## src/rtl/tdm_demux8_if.sv

```systemverilog
// Bundle for the tdm_demux8 receive path: serial slot inputs and the parallel frame outputs.
// The master modport is the side that drives the serial stream.
interface tdm_demux8_if;
  logic       en;
  logic       sync;
  logic       din;
  logic [7:0] dout;
  logic       dout_valid;
  logic [2:0] slot;
  logic       locked;
  logic       sync_err;
  logic [7:0] frame_cnt;

  modport master (
    output en, sync, din,
    input  dout, dout_valid, slot, locked, sync_err, frame_cnt
  );

  modport slave (
    input  en, sync, din,
    output dout, dout_valid, slot, locked, sync_err, frame_cnt
  );
endinterface

```

## src/rtl/tdm_demux8.sv

```systemverilog
// 1-to-8 TDM demultiplexer: aligns on the slot-0 sync marker and emits one 8-bit word per frame.
// A flywheel tolerates up to MISS_LIMIT-1 consecutive missing markers before dropping lock.
module tdm_demux8 #(
  parameter int unsigned MISS_LIMIT = 2
) (
  input  logic         clk,
  input  logic         rst_n,
  tdm_demux8_if.slave  bus
);

  typedef enum logic [0:0] {StHunt, StLock} state_e;

  state_e     state_q, state_d;
  logic [6:0] sh_q, sh_d;
  logic [7:0] dout_q, dout_d;
  logic       dout_valid_q, dout_valid_d;
  logic [2:0] slot_q, slot_d;
  logic       sync_err_q, sync_err_d;
  logic [7:0] frame_cnt_q, frame_cnt_d;
  logic [2:0] miss_q, miss_d;
  logic [3:0] miss_inc;

  assign miss_inc = {1'b0, miss_q} + 4'd1;

  always_comb begin
    state_d      = state_q;
    sh_d         = sh_q;
    dout_d       = dout_q;
    dout_valid_d = 1'b0;
    slot_d       = slot_q;
    sync_err_d   = 1'b0;
    frame_cnt_d  = frame_cnt_q;
    miss_d       = miss_q;

    if (bus.en) begin
      unique case (state_q)
        StHunt: begin
          if (bus.sync) begin
            sh_d    = {6'd0, bus.din};
            slot_d  = 3'd1;
            miss_d  = 3'd0;
            state_d = StLock;
          end
        end
        StLock: begin
          if (bus.sync && slot_q != 3'd0) begin
            // Early marker: abandon the partial frame and restart alignment here.
            sync_err_d = 1'b1;
            sh_d       = {6'd0, bus.din};
            slot_d     = 3'd1;
          end else if (slot_q == 3'd0) begin
            if (bus.sync) begin
              miss_d    = 3'd0;
              sh_d[0]   = bus.din;
              slot_d    = 3'd1;
            end else begin
              sync_err_d = 1'b1;
              miss_d     = miss_inc[2:0];
              if (miss_inc < 4'(MISS_LIMIT)) begin
                sh_d[0] = bus.din;
                slot_d  = 3'd1;
              end else begin
                state_d = StHunt;
                slot_d  = 3'd0;
                sh_d    = '0;
              end
            end
          end else if (slot_q == 3'd7) begin
            dout_d       = {bus.din, sh_q};
            dout_valid_d = 1'b1;
            frame_cnt_d  = frame_cnt_q + 8'd1;
            slot_d       = 3'd0;
          end else begin
            sh_d[slot_q] = bus.din;
            slot_d       = slot_q + 3'd1;
          end
        end
        default: state_d = StHunt;
      endcase
    end
  end

  always_ff @(posedge clk or negedge rst_n) begin
    if (!rst_n) begin
      state_q      <= StHunt;
      sh_q         <= '0;
      dout_q       <= '0;
      dout_valid_q <= 1'b0;
      slot_q       <= '0;
      sync_err_q   <= 1'b0;
      frame_cnt_q  <= '0;
      miss_q       <= '0;
    end else begin
      state_q      <= state_d;
      sh_q         <= sh_d;
      dout_q       <= dout_d;
      dout_valid_q <= dout_valid_d;
      slot_q       <= slot_d;
      sync_err_q   <= sync_err_d;
      frame_cnt_q  <= frame_cnt_d;
      miss_q       <= miss_d;
    end
  end

  assign bus.dout       = dout_q;
  assign bus.dout_valid = dout_valid_q;
  assign bus.slot       = slot_q;
  assign bus.locked     = (state_q == StLock);
  assign bus.sync_err   = sync_err_q;
  assign bus.frame_cnt  = frame_cnt_q;

endmodule

```

## src/flat_wrapper.sv

```systemverilog
// flat-port wrapper written by rule: the top's interface ports become plain ports
module tdm_demux8_flat 
#(
  parameter int unsigned MISS_LIMIT = 2
)
  (clk, rst_n, bus_en, bus_sync, bus_din, bus_dout, bus_dout_valid, bus_slot, bus_locked, bus_sync_err, bus_frame_cnt);
  tdm_demux8_if bus_i ();
  input  logic clk;
  input  logic rst_n;
  input wire logic [$bits(bus_i.en)-1:0] bus_en;
  input wire logic [$bits(bus_i.sync)-1:0] bus_sync;
  input wire logic [$bits(bus_i.din)-1:0] bus_din;
  output wire logic [$bits(bus_i.dout)-1:0] bus_dout;
  output wire logic [$bits(bus_i.dout_valid)-1:0] bus_dout_valid;
  output wire logic [$bits(bus_i.slot)-1:0] bus_slot;
  output wire logic [$bits(bus_i.locked)-1:0] bus_locked;
  output wire logic [$bits(bus_i.sync_err)-1:0] bus_sync_err;
  output wire logic [$bits(bus_i.frame_cnt)-1:0] bus_frame_cnt;
  assign bus_i.en = bus_en;
  assign bus_i.sync = bus_sync;
  assign bus_i.din = bus_din;
  assign bus_dout = bus_i.dout;
  assign bus_dout_valid = bus_i.dout_valid;
  assign bus_slot = bus_i.slot;
  assign bus_locked = bus_i.locked;
  assign bus_sync_err = bus_i.sync_err;
  assign bus_frame_cnt = bus_i.frame_cnt;
  tdm_demux8 #(.MISS_LIMIT(MISS_LIMIT)) u_core (.clk(clk), .rst_n(rst_n), .bus(bus_i));
endmodule
```

## config.mk

```make
export PLATFORM = sky130hd
export DESIGN_NAME = tdm_demux8_flat
export DESIGN_NICKNAME = d
export VERILOG_FILES = /design/src/rtl/tdm_demux8_if.sv /design/src/rtl/tdm_demux8.sv /design/src/flat_wrapper.sv
export SDC_FILE = /design/constraint.sdc
export NUM_CORES = 1
export LEC_CHECK = 0
export CORE_ASPECT_RATIO = 0.9
export CORE_MARGIN = 2
export CORE_UTILIZATION = 45
export DETAILED_ROUTE_END_ITERATION = 10
export PLACE_DENSITY = 0.76
export REMOVE_ABC_BUFFERS = 1
export SYNTH_ARGS = -nofsm -noshare
export SYNTH_HDL_FRONTEND = slang
export SYNTH_SLANG_ARGS = --single-unit
```

## constraint.sdc

```tcl
create_clock -name clk -period 2.3 [get_ports clk]
set_clock_uncertainty 0.2 [all_clocks]
set_input_delay 0.23 -clock clk [delete_from_list [all_inputs] [get_ports clk]]
set_output_delay 0.23 -clock clk [all_outputs]
set_load 0.02 [all_outputs]
```

==> results.cfg <==
[synthesis]
synth_top_area_cell = dfrtp_1
synth_compound_area_share_pct = 14.1
synth.yosys.seq_area_share_pct = 48.6
synth_area_um2 = 1650
synthesis.area_per_instance_um2 = 9.26
synth.ff_latch_count = 32
yosys.area_share.simple_pct = 22.8
synth_xor_xnor_area_share_pct = 3.72
synthAdderAreaFrac_pct = 6.83
post_synth_inst_count = 178
most_frequently_used_cell_type_in_the_post_synthesis_netlist = nand2_1
synth_ff_type = dfrtp_1
synth.cells.most_frequent = 42 x nand2_1, 32 x dfrtp_1, 10 x o21ai_0
yosys.area.top_type_share_pct = 48.6
synth-async-reset-ratio_pct = 100
synthDistinctLibCells = 34
synth_top_family_by_area = simple AND/OR/NAND/NOR gates
ys.warnings.count = 0
synth_enable_flop_cells = 0
multiplexer_area_fraction_after_synthesis_pct = 0
synth_top_cells_by_area = dfrtp_1 49%, nand2_1 9.6%, ha_1 6.8%

[routing]
drtPass1Iterations = 5
post_drt_via_cell_ratio = 5.65
wl_um = 4020
antenna_left = 0
remaining_design_rule_violation_count = 0
vias = 1515
drt-initial-drc-count = 116
wire_per_inst_um = 15.0

[power]
leakage_uw = 0.00105
vdd_drop_max_v = 0.000713
power_density_nw_per_um2 = 1140

[placed_design]
number_of_buffer_cells_added_on_primary_ports = 26
hpwl_after_dpl_um = 3000
globalplace.congestion = 0.870
placedInstanceArea_um2 = 2080
dpl.cell_count = 261

[clock_network]
htreeDepth = 2
postCtsSetupBuffers = 0
clock_insertion_delay_worst_skew_ns = 0.28
numCtsBuffers = 5
cts_sinks = 32
cts-root-buf = clkbuf_8
buffers_from_clock_root_to_sink_at_most = 2
hold_buffer_count_at_cts = 0
cts_tree = yes
clock_pin_slew_reported_for_the_worst_setup_and_hold_paths_after_clock_tree_synthesis_ns = 0.06

[timing]
timing.setup.tns_ns = 0
grt_setup_unrepaired = false
final.hold.worst_slack_ns = 0.147
max_clock_freq_ghz = 0.460
finalCritPeriodShare_pct = 94.5
finalSetupViolCount = 0
slew_headroom_pct = 66.3
maxSlewViolCount = 0
final.min_clock_period_ns = 2.17
worst-slew-pin-transition_ns = 0.504
final_hold_viol_count = 0

[setup_path]
timing.critical_path.required_ns = 2.31
cp_slowest_stage_delay_ns = 0.50
worst-setup-path-type = register to register
worst_r2r_startpoint = u_core.bus.slot[1]
reg2reg_slack_ns = 0.13
crit_path_max_fanout = 6
path_delay_family = simple AND/OR/NAND/NOR gates
critical_path_cell_count = 8
setup.worst_path.start = u_core.bus.slot[1]
worstSetupStartpointType = register
worst_path_cell_chain = inv_1, ha_2, nand2b_4, ha_1, nor2b_2, nand3_1, or4_1, nand3_1
cp_slowest_cell = or4_1
timing.critical_path.buf_inv = 1
setup.worst_path.end_class = register
critical_path_arrival_ns = 2.19
cpMostUsedCell = nand3_1
timing.reg2reg.worst_path_depth = 8

[run]
max_cap_violations = 0

[final_layout]
finalNonFillerCells = 268
layout.nets = 238
diodes = 0
final_cell_area_um2 = 2200
syn_to_final_growth_pct = 33.6
drive_gt1_share_pct = 16.1

[floorplan]
floorplan.initialDensity_pct = 47.7
fp.dieH_um = 61.4
ios = 27
core-area_um2 = 3450
fp.dieArea_um2 = 4160
floorplan.rows = 20
chipWidth_um = 67.8

[global_route]
grt_pass1_vias = 1512
grtUsageTotal_pct = 22.7
grt-ovfl-total = 0
grt_antenna_before_repair = 0
grt_first_pass_wirelength_um = 6930
grt_start_max_net_pins = 33

[run_status]
status = complete, no violations

[hold_path]
min_path_type = primary input to asynchronous set/reset pin
## final timing paths
check,to
worst max-delay path,u_core.sh_q[2]
worst min-delay path,u_core.bus.dout_valid
worst max register to register,u_core.sh_q[2]
worst min register to register,u_core.bus.frame_cnt[7]
max in group asynchronous,u_core.bus.dout[3]
min in group clk,u_core.bus.frame_cnt[7]
## state kept, by name (all words and copies together), names as in the netlist
| signal | cells |
|---|---|
| u_core.bus.dout | 8 |
| u_core.bus.dout_valid | 1 |
| u_core.bus.frame_cnt | 8 |
| u_core.bus.locked | 1 |
| u_core.bus.slot | 3 |
| u_core.bus.sync_err | 1 |
| u_core.miss_q | 3 |
| u_core.sh_q | 7 |
## area by class of cell
cell class / count / area, um2
clock buffers: 7 / 96.3
fillers: 274 / 1250
inverters: 8 / 30.0
multi-input cells: 131 / 810
flip-flops and latches: 32 / 801
well taps: 44 / 55.1
repair buffers: 46 / 410
## kinds of logic after synthesis
| group | after synthesis |
|---|---|
| xor+xnor | 7 |
| flops | 32 |
| compound gates | 35 |
| buf+inv | 15 |
| simple gates | 80 |
| fa+ha+maj | 9 |
## routing by layer
metal  part of all wire [%]  global-route usage [%]  vias up
met5                      0                       0        -
met4                    1.3                    8.00        0
met3                    7.5                    5.30        9
met2                     49                    38.7       80
met1                     42                    28.7      715
li1                       -                       -      711
## worst reg2reg max path: cells and delay by family (launching register included)
family | cells | cell delay [ns]
fa+ha+maj | 2 | 0.45
buf+inv | 1 | 0.09
flops | 1 | 0.38
simple gates | 5 | 0.98
## metrics by stage
stage	util (%)	setup WS, ns	power, uW
after floorplan	-	-0.274	1440
after global placement	60.2	0.0825	1920
after detailed placement	60.2	0.0117	1980
after CTS	63.0	0.0174	2440
after global routing	63.8	0.00255	2680
final	63.8	0.127	2510
## cell usage in the layout, fill, tap and decap left out, types with 2 or more instances in the layout
| cell type | count |
|---|---|
| a21oi_1 | 5 |
| a31oi_1 | 2 |
| and3_1 | 2 |
| buf_4 | 20 |
| clkbuf_8 | 7 |
| clkdlybuf4s50_1 | 26 |
| dfrtp_1 | 32 |
| ha_1 | 7 |
| ha_2 | 2 |
| inv_1 | 8 |
| nand2_1 | 42 |
| nand2b_1 | 3 |
| nand2b_4 | 2 |
| nand3_1 | 8 |
| nand4_1 | 6 |
| nor2_1 | 9 |
| nor4_1 | 2 |
| o211ai_1 | 2 |
| o21ai_0 | 9 |
| o31ai_1 | 6 |
| xnor2_1 | 7 |
## timing repair
item                                   4_1_cts  5_1_grt
gates resized for setup                      0        7
setup endpoints to repair                    0       10
endpoints found under the hold margin        0        0
## power breakdown
| part | leakage, uW | total [uW] | switching [uW] | internal, uW |
|---|---|---|---|---|
| logic | 0.000571 | 1240 | 686 | 558 |
| clock network | 0.0000503 | 457 | 191 | 266 |
| registers | 0.000432 | 805 | 125 | 680 |
Power figures use the tool's default switching activity.
